<file path="src/rtl/seg_scan_ctrl.sv">
// Time-multiplexed scan controller for a common-anode 7-segment display.
// Each digit slot is a blanking guard followed by a drive phase; loads commit at frame wrap.
module seg_scan_ctrl #(
  parameter int unsigned NDIG      = 4,
  parameter int unsigned TICK_DIV  = 100000,
  parameter int unsigned BLANK_CYC = 1000
) (
  input  logic              clk,
  input  logic              reset,
  input  logic              en,
  input  logic [4*NDIG-1:0] data_in,
  input  logic [NDIG-1:0]   dp_in,
  input  logic              load,
  output logic              busy,
  output logic [NDIG-1:0]   an,
  output logic [6:0]        seg,
  output logic              dp,
  output logic              frame_tick
);

  localparam int unsigned CW = (TICK_DIV > 1) ? $clog2(TICK_DIV) : 1;
  localparam int unsigned DW = $clog2(NDIG);

  localparam logic [CW-1:0] CntLast   = CW'(TICK_DIV - 1);
  localparam logic [CW-1:0] BlankLast = CW'((BLANK_CYC == 0) ? 0 : BLANK_CYC - 1);
  localparam logic [DW-1:0] DigLast   = DW'(NDIG - 1);

  localparam logic [1:0] StIdle  = 2'd0;
  localparam logic [1:0] StBlank = 2'd1;
  localparam logic [1:0] StDrive = 2'd2;
  // Slots start in DRIVE directly when there is no blanking guard.
  localparam logic [1:0] StSlot  = (BLANK_CYC == 0) ? StDrive : StBlank;

  logic [1:0]        state_q, state_d;
  logic [CW-1:0]     cnt_q, cnt_d;
  logic [DW-1:0]     digit_q, digit_d;
  logic [4*NDIG-1:0] active_q, active_d;
  logic [NDIG-1:0]   active_dp_q, active_dp_d;
  logic [4*NDIG-1:0] shadow_q, shadow_d;
  logic [NDIG-1:0]   shadow_dp_q, shadow_dp_d;
  logic              busy_q, busy_d;
  logic [NDIG-1:0]   an_q, an_d;
  logic [6:0]        seg_q, seg_d;
  logic              dp_q, dp_d;
  logic              ft_q, ft_d;
  logic              wrap;
  logic [3:0]        nib;
  logic              dp_sel;

  function automatic logic [6:0] hex7(input logic [3:0] n);
    logic [6:0] s;
    case (n)
      4'h0: s = 7'h40;
      4'h1: s = 7'h79;
      4'h2: s = 7'h24;
      4'h3: s = 7'h30;
      4'h4: s = 7'h19;
      4'h5: s = 7'h12;
      4'h6: s = 7'h02;
      4'h7: s = 7'h78;
      4'h8: s = 7'h00;
      4'h9: s = 7'h10;
      4'hA: s = 7'h08;
      4'hB: s = 7'h03;
      4'hC: s = 7'h46;
      4'hD: s = 7'h21;
      4'hE: s = 7'h06;
      default: s = 7'h0E;
    endcase
    return s;
  endfunction

  assign wrap = (state_q == StDrive) && (cnt_q == CntLast) && (digit_q == DigLast);

  always_comb begin
    state_d = state_q;
    cnt_d   = cnt_q;
    digit_d = digit_q;
    case (state_q)
      StIdle: begin
        cnt_d   = '0;
        digit_d = '0;
        if (en) state_d = StSlot;
      end
      StBlank: begin
        cnt_d = cnt_q + CW'(1);
        if (cnt_q == BlankLast) state_d = StDrive;
      end
      StDrive: begin
        if (cnt_q == CntLast) begin
          cnt_d   = '0;
          digit_d = (digit_q == DigLast) ? '0 : digit_q + DW'(1);
          state_d = StSlot;
        end else begin
          cnt_d = cnt_q + CW'(1);
        end
      end
      default: state_d = StIdle;
    endcase
    if (!en) begin
      state_d = StIdle;
      cnt_d   = '0;
      digit_d = '0;
    end
  end

  always_comb begin
    active_d    = active_q;
    active_dp_d = active_dp_q;
    shadow_d    = shadow_q;
    shadow_dp_d = shadow_dp_q;
    busy_d      = busy_q;
    if (state_q == StIdle && busy_q) begin
      active_d    = shadow_q;
      active_dp_d = shadow_dp_q;
      busy_d      = 1'b0;
    end
    if (load) begin
      shadow_d    = data_in;
      shadow_dp_d = dp_in;
      busy_d      = 1'b1;
    end
    // A load landing on the wrap cycle bypasses the shadow and commits immediately.
    if (wrap) begin
      if (load) begin
        active_d    = data_in;
        active_dp_d = dp_in;
        busy_d      = 1'b0;
      end else if (busy_q) begin
        active_d    = shadow_q;
        active_dp_d = shadow_dp_q;
        busy_d      = 1'b0;
      end
    end
  end

  // Outputs are decoded from next state so the registered pins line up with state_q.
  always_comb begin
    nib    = active_d[3:0];
    dp_sel = active_dp_d[0];
    an_d   = '1;
    for (int i = 0; i < NDIG; i++) begin
      if (digit_d == DW'(i)) begin
        nib    = active_d[4*i +: 4];
        dp_sel = active_dp_d[i];
        an_d[i] = (state_d != StDrive);
      end
    end
    seg_d = (state_d == StDrive) ? hex7(nib) : 7'h7F;
    dp_d  = (state_d == StDrive) ? ~dp_sel : 1'b1;
    ft_d  = (state_d == StDrive) && (cnt_d == CntLast) && (digit_d == DigLast);
  end

  always_ff @(posedge clk) begin
    if (!reset) begin
      state_q     <= StIdle;
      cnt_q       <= '0;
      digit_q     <= '0;
      active_q    <= '0;
      active_dp_q <= '0;
      shadow_q    <= '0;
      shadow_dp_q <= '0;
      busy_q      <= 1'b0;
      an_q        <= '1;
      seg_q       <= 7'h7F;
      dp_q        <= 1'b1;
      ft_q        <= 1'b0;
    end else begin
      state_q     <= state_d;
      cnt_q       <= cnt_d;
      digit_q     <= digit_d;
      active_q    <= active_d;
      active_dp_q <= active_dp_d;
      shadow_q    <= shadow_d;
      shadow_dp_q <= shadow_dp_d;
      busy_q      <= busy_d;
      an_q        <= an_d;
      seg_q       <= seg_d;
      dp_q        <= dp_d;
      ft_q        <= ft_d;
    end
  end

  assign busy       = busy_q;
  assign an         = an_q;
  assign seg        = seg_q;
  assign dp         = dp_q;
  assign frame_tick = ft_q;

endmodule

</file>
<file path="config.mk">
export PLATFORM = sky130hd
export DESIGN_NAME = seg_scan_ctrl
export DESIGN_NICKNAME = d
export VERILOG_FILES = /design/src/rtl/seg_scan_ctrl.sv
export SDC_FILE = /design/constraint.sdc
export NUM_CORES = 1
export LEC_CHECK = 0
export BUFFER_PORTS_ARGS = -buffer_cell sky130_fd_sc_hd__buf_2
export CORE_AREA = 2 2 155 81
export CTS_CLUSTER_DIAMETER = 40
export DETAILED_ROUTE_END_ITERATION = 8
export DIE_AREA = 0 0 157 83
export GPL_TIMING_DRIVEN = 1
export PLACE_DENSITY = 0.61
export SLEW_MARGIN = 25
export SYNTH_ARGS = -nofsm -noshare
export SYNTH_HDL_FRONTEND = slang
export SYNTH_SLANG_ARGS = --single-unit
</file>
<file path="constraint.sdc">
create_clock -name clk -period 3.5 [get_ports clk]
set_clock_uncertainty 0.1 [all_clocks]
set_input_delay 0.7 -clock clk [delete_from_list [all_inputs] [get_ports clk]]
set_output_delay 0.7 -clock clk [all_outputs]
set_load 0.01 [all_outputs]
</file>
==> results.md, run 1 <==
* Status: complete, no violations
* Dpl cell area at between 4000 and 5000 um2
* ANT cells at 0
* Clock Tree Root: clkbuf_16
* Top-Level Pins at 38
* R2R Path End: seg[6]
* Iteration-0 DRC Markers at ~320
* Clk pwr share at 0.462
* Post-synthesis cell area at about 4000 um2
* Critical-path cell list: or4_4 -> or4_4 -> mux2_4 -> a22o_4 -> nand2_8 -> buf_4 -> mux2i_2 -> mux2_2 -> a221o_1
* Core Region at ~12000 um2
* Worst path max stage delay at approximately 0.60 ns
* Fin area at between 4000 and 5000 um2
* Initial antenna violation count at 0
* # fillers at 1138
* Drt total wl at 10.22 mm
* Req. time, crit path at between 3 and 4 ns
* EDFF count, synth at 0
* Switching Share at 0.2308
* Num CTS Buffers at 9
* Synth Register Bits at 75
* Pwr dens at between 400 and 500 nW/um2
* Routed vias at approximately 3500
* P_sw at between 0.4 and 0.5 mW
* Count leader, synth: dfxtp_1
* Mean Syn Cell Area at roughly 8.5 um2
* Multi-input combinational cell area at roughly 2400 um2
* Pleak at around 1.9 nW
* Ys Warns at 0
* Min-delay worst type: flip-flop to flip-flop
* Buffer and inverter count on the worst path at 1
* Final nets at approximately 540
* FF+latch area at approximately 1500 um2
* P&R area growth vs syn at 21.49%
* Post-DR vias/cell at between 5 and 6
* Post-synthesis sequential area ratio at 0.3748
* Max Root-Sink Buffers at 2
* Yosys top cell by area: dfxtp_1
* Largest net degree at the start of global routing at 46
* Final period utilization at 0.9983
* First-pass GRT wire length at 16.13 mm
* DR DRC count at 0
* Gr usage total at 0.1555
* Grt ovf at 0
* H-tree depth at 3
* Initial Util at 0.3455
* Internal at approximately 1.5 mW
* CTS clock-pin slew for the worst setup and hold paths at roughly 0.060 ns
* Max Freq at roughly 290 MHz
* Most used cell, CP: or4_4
* Final setup fails at 0
* 1st-pass router iterations at 5
* Slew Limit Fails at 0
* Number of global-route vias before repair at between 3000 and 4000
* Worst-margin pin slew at 0.8145 ns
* Antenna viol nets, final at 0
* Largest cells by area after synthesis: dfxtp_1 37%, mux2i_1 13%, o21ai_0 5.2%, nor2_1 4.6%, nand2_1 4.4%
* Comb power frac at 0.082
* Gpl congestion at 0.8961
* Port-buffer cells at 37
* Die Y-Extent at just over 80 um
* Slew headroom at 0.4562
* CP max-delay cell: or4_4
* Crit path max-delay family: simple AND/OR/NAND/NOR gates
* Clk_lat worst skew at 0.34 ns
* Die width at 157 um
* Peak supply drop at just under 0.0002 V
* Worst Setup Start Kind: flip-flop
* Syn nets at roughly 500
* CP endpoint kind: flip-flop
* WS Path Type: flip-flop to flip-flop
* Post-Place Setup Slack at -0.008109 ns
* FFs w/ async S/R, synth at 0
* MaxCap Viol Count at 0
* Die footprint at between 10000 and 15000 um2
* Final Hold Fails at 0
* Synth unique cells at 59
* WL/cell at 14.94 um
* Top cell type's share of synthesized area at 0.3748
* Sequential Power Share at 0.456
* Fin worst setup slack at 0.006021 ns
* R2R setup slack at ~0.0060 ns
* Crit path launch: cnt_q[11]
* Worst reg2reg path depth at 9
* Hold wc startpoint: shadow_dp_q[0]
* Post-Syn Instances at about 470
* Worst r2r src: cnt_q[11]
* Crit Path Max Fanout at 7
* CTS tree: yes
* Layout cell share with drive strength beyond 1 at 0.2235
* Hpwl dp at a little over 7 mm
* Min-Delay Path Depth at 2
* RSZ-0062 raised after global routing: true
* Worst path arrival time at roughly 3.6 ns
* Hold path endpoint: shadow_dp_q[0]
* Commonest cells post-synth: 75 x dfxtp_1, 52 x mux2i_1, 49 x nor2_1
* Sinks on Clock Net at 75
* Num rows at 28
* Top_reg_cell synth: dfxtp_1
* Final min period at approximately 3.5 ns
==> registers in the layout, summed over array words and instances, names as in the netlist <==
signal	flops
dp	1
active_q	16
shadow_dp_q	4
busy	1
shadow_q	16
seg	7
frame_tick	1
digit_q	2
cnt_q	17
active_dp_q	4
state_q	2
an	4
==> cells in the final DEF, fill, tap and decap left out, types with 4 or more instances in the layout <==
cell	count
o21ai_2	5
o21ai_1	10
o21ai_0	38
dfxtp_1	71
buf_2	37
nand2_1	47
xor2_1	7
clkbuf_16	10
nand3_1	20
nor2_1	49
dfxtp_2	4
a21oi_1	24
mux2i_1	50
buf_4	26
nand2b_1	23
inv_1	4
clkbuf_8	4
nand4_1	7
xnor2_1	9
nor3_1	7
==> stage by stage <==
step,hold WS (ns),total power [mW],utilization,TNS [ns],std cells
finish,0.3883,1.947,0.4197,0,684
CTS,0.3888,1.961,0.4067,0,682
floorplan,0.3623,1.009,-,0,471
global placement,0.3705,1.050,0.3814,0,666
global route,0.4144,2.030,0.4197,-0.1880,684
detailed placement,0.3800,1.055,0.3814,-0.008109,666
==> area by class of cell <==
class | instances | area share
Clock inverter | 1 | 0.001028
Sequential cell | 75 | 0.3095
Inverter | 6 | 0.004627
Clock buffer | 15 | 0.05913
Tap cell | 165 | 0.04242
Timing Repair Buffer | 66 | 0.08972
Multi-Input combinational cell | 356 | 0.4936
==> worst min-delay path, delay by kind of cell, from the launching register on <==
family / cells / cell delay, ns
DFF: 1 / 0.32
and+or+nand+nor: 1 / 0.07
AOI/OAI and AO/OA: 1 / 0.05
==> logic make-up (layout without fill, tap and decap cells) <==
family / count (synthesis) / after routing / synth area share
compound gates: 97 / 97 / 0.1365
xor+xnor: 16 / 16 / 0.03498
fa+ha+maj: 6 / 6 / 0.01874
buf+inv: 40 / 88 / 0.05590
flops: 75 / 75 / 0.3748
mux: 59 / 59 / 0.1574
simple gates: 178 / 178 / 0.2217
==> repair_timing <==
item                       in CTS  in global routing
setup buffers                   0                  1
hold buffers                    0                  0
pin swaps                       0                  2
setup endpoints to repair       1                  7
gates resized for setup         4                 23
cloned                          0                  1
==> worst max-delay path by stage <==
stage	endpoint	slack, ns	cells after the start
3_5_place_dp	seg[6]	-0.008	11
5_1_grt	seg[6]	-0.07	11
4_1_cts	seg[0]	0.04	10
6_report	seg[6]	0.006	9
3_3_place_gp	seg[6]	0.07	11
2_1_floorplan	seg[6]	0.004	12
==> power by group through the flow <==
stage	clock, mW	sequential (mW)	combinational [mW]
4_1_cts	0.923	0.887	0.150
6_report	0.900	0.888	0.159
2_1_floorplan	0	0.902	0.107
3_5_place_dp	0	0.906	0.149
3_3_place_gp	0	0.905	0.145
5_1_grt	0.964	0.890	0.176
==> layer usage <==
| layer | up-vias | routed length [um] | global-route usage |
|---|---|---|---|
| li1 | 1731 | - | - |
| met1 | 1647 | 5376 | 0.2391 |
| met2 | 106 | 4044 | 0.2037 |
| met3 | 10 | 731 | 0.05219 |
| met4 | 0 | 67 | 0.03420 |
| met5 | - | 0 | 0 |
Power figures use the tool's default switching activity.
==> inputs of run 2 (changes only) <==
SETUP_SLACK_MARGIN = 0.3   (was not set)
SKIP_LAST_GASP = 1   (was not set)
==> run 2 against run 1 <==
Non-clock buffer count decreased by 3. Sequential share of layout area decreased by 0.42 points. Final cell count decreased by 0.44%. Register-to-register slack improved by 0.08 ns. Fmax increased by 2.3%. Global-route usage increased by 0.33 points. Clock power increased by 7.0%. Hold slack got worse by 0.0012 ns. Largest cell class unchanged. Largest power group unchanged. Highest routed layer unchanged.
==> results.md, run 2 (synthesis results as in run 1) <==
* Die width at 157 um (unchanged)
* CTS tree: yes
* CTS clock-pin slew for the worst setup and hold paths at 0.06 ns (about the same)
* Largest register by flop count: cnt_q
* Req. time, crit path at 3.62 ns (about the same)
* Num CTS Buffers at 9 (unchanged)
* Final period utilization at 0.9761 (-0.02220)
* Die Y-Extent at 83 um (unchanged)
* Fin worst setup slack at 0.08373 ns (+0.07771 ns)
* Commonest non-fill, non-tap cell in the layout: dfxtp_1
* Clock Tree Root: clkbuf_16
* Sinks on Clock Net at 75 (unchanged)
* Fin Hold WS at 0.3871 ns (-0.001236 ns)
* Pleak at 1.857 nW (-0.46%)
* Layout cell share with drive strength beyond 1 at 0.2267 (+0.003237)
* Top-Level Pins at 38 (unchanged)
* Post-DR vias/cell at 5.038 (-1.4%)
* Commonest non-fill, non-tap cells in the layout: 71 x dfxtp_1, 49 x mux2i_1, 49 x nor2_1, 47 x nand2_1, 38 x o21ai_0
* Initial Util at 0.3455 (unchanged)
* CP endpoint kind: flip-flop
* DR DRC count at 0 (unchanged)
* WS Path Type: flip-flop to flip-flop
* Final min period at 3.416 ns (-0.07771 ns)
* Core Region at 11600 um2 (unchanged)
* Antenna viol nets, final at 0 (unchanged)
* Hpwl dp at 7.016 mm (-2.0%)
* Final Power at 2.014 mW (+3.4%)
* Max Root-Sink Buffers at 2 (unchanged)
* Worst Setup Start Kind: flip-flop
* Port-buffer cells at 37 (unchanged)
* ANT cells at 0 (unchanged)
* Gr usage total at 0.1588 (+0.003322)
* Post-CTS Hold Buffers at 0 (unchanged)
* Gpl congestion at 0.9135 (+1.9%)
* Status: complete, no violations
* Post-Place Setup Slack at 0.05072 ns (+0.05883 ns)
* Clk_lat worst skew at 0.34 ns (about the same)
* P&R area growth vs syn at 23.17%
* Drt total wl at 9.876 mm (-3.4%)
* Max reg flops at 17 (unchanged)
* Worst-margin pin slew at 0.7890 ns (-0.02546 ns)
* Grt ovf at 0 (unchanged)
* Number of global-route vias before repair at 3110 (-3.6%)
* Iteration-0 DRC Markers at 213 (-34%)
* Num rows at 28 (unchanged)
* Max Freq at 292.7 MHz (+2.3%)
* Peak supply drop at 0.0002082 V (+5.5%)
* Slew headroom at 0.4732 (+0.01700)
* H-tree depth at 3 (unchanged)
* Pwr dens at 408.1 nW/um2 (+2.0%)
* Final Hold Fails at 0 (unchanged)
* First-pass GRT wire length at 16.20 mm (+0.43%)
* Largest net degree at the start of global routing at 46 (unchanged)
* RSZ-0062 raised after global routing: true
* Worst path arrival time at 3.54 ns (-0.07 ns)
* Final nets at 541 (-0.55%)
* Crit Path Max Fanout at 33 (+26)
* Slew Limit Fails at 0 (unchanged)
* Registers with the most flip-flops: cnt_q: 17 flops, active_q: 16 flops, shadow_q: 16 flops
* 1st-pass router iterations at 4 (-1)
* Routed vias at 3431 (-1.8%)
* Final setup fails at 0 (unchanged)
* Die footprint at 13030 um2 (unchanged)
* WL/cell at 14.50 um (-2.9%)
* Initial antenna violation count at 0 (unchanged)
* Min-delay worst type: flip-flop to flip-flop
* MaxCap Viol Count at 0 (unchanged)
## run 2: worst paths after layout
kind,to,startpoint,slack [ns],depth (start not counted)
max,seg[6],cnt_q[8],0.08,11
min,shadow_dp_q[2],shadow_dp_q[2],0.39,2
max reg2reg,seg[6],cnt_q[8],0.08,11
min reg2reg,shadow_dp_q[2],shadow_dp_q[2],0.39,2
## run 2: critical path, stage by stage, from the launching register on
cell,delay (ns)
dfxtp_2,0.32
or4bb_1,0.48
or4_4,0.57
or2_1,0.28
buf_12,0.18
o21ai_4,0.20
mux2i_4,0.09
mux2i_4,0.16
inv_1,0.11
ha_2,0.21
mux2_2,0.27
a221o_1,0.30
## run 2: report_power, final
group          leakage, nW  internal [mW]  switching [mW]
clock network        0.155          0.607           0.356
logic                 1.09         0.0696          0.0928
registers            0.612          0.873          0.0148
total                 1.86           1.55           0.463
## run 2: cell type report
cell class / count / area (um2)
Inverter: 6 / 22.52
Multi-Input combinational cell: 356 / 2485
Fill cell: 1149 / 6661
Tap cell: 165 / 206.4
Sequential cell: 75 / 1506
Clock buffer: 12 / 266.5
Clock inverter: 4 / 47.55
Timing Repair Buffer: 63 / 400.4
## run 2: through the flow
stage          setup TNS (ns)  area [um2]    util  cells
2_1_floorplan               0        4013       -    471
3_3_place_gp                0        4400  0.3795    663
4_1_cts                     0        4866  0.4196    681
3_5_place_dp                0        4400  0.3795    663
5_1_grt              -0.02708        4935  0.4256    681
6_report                    0        4935  0.4256    681
## run 2: routing by layer
layer  up-vias  global-route usage  routed length (um)
met3        10             0.05532                 578
met4         0             0.04337                 113
met5         -                   0                   0
li1       1725                   -                   -
met1      1605              0.2420                5319
met2        91              0.2057                3864
## run 2: what timing repair did
item,4_1_cts,5_1_grt
buffers inserted,2,0
cloned,0,0
setup endpoints to repair,7,8
pin swaps,2,5
resized for setup,24,13
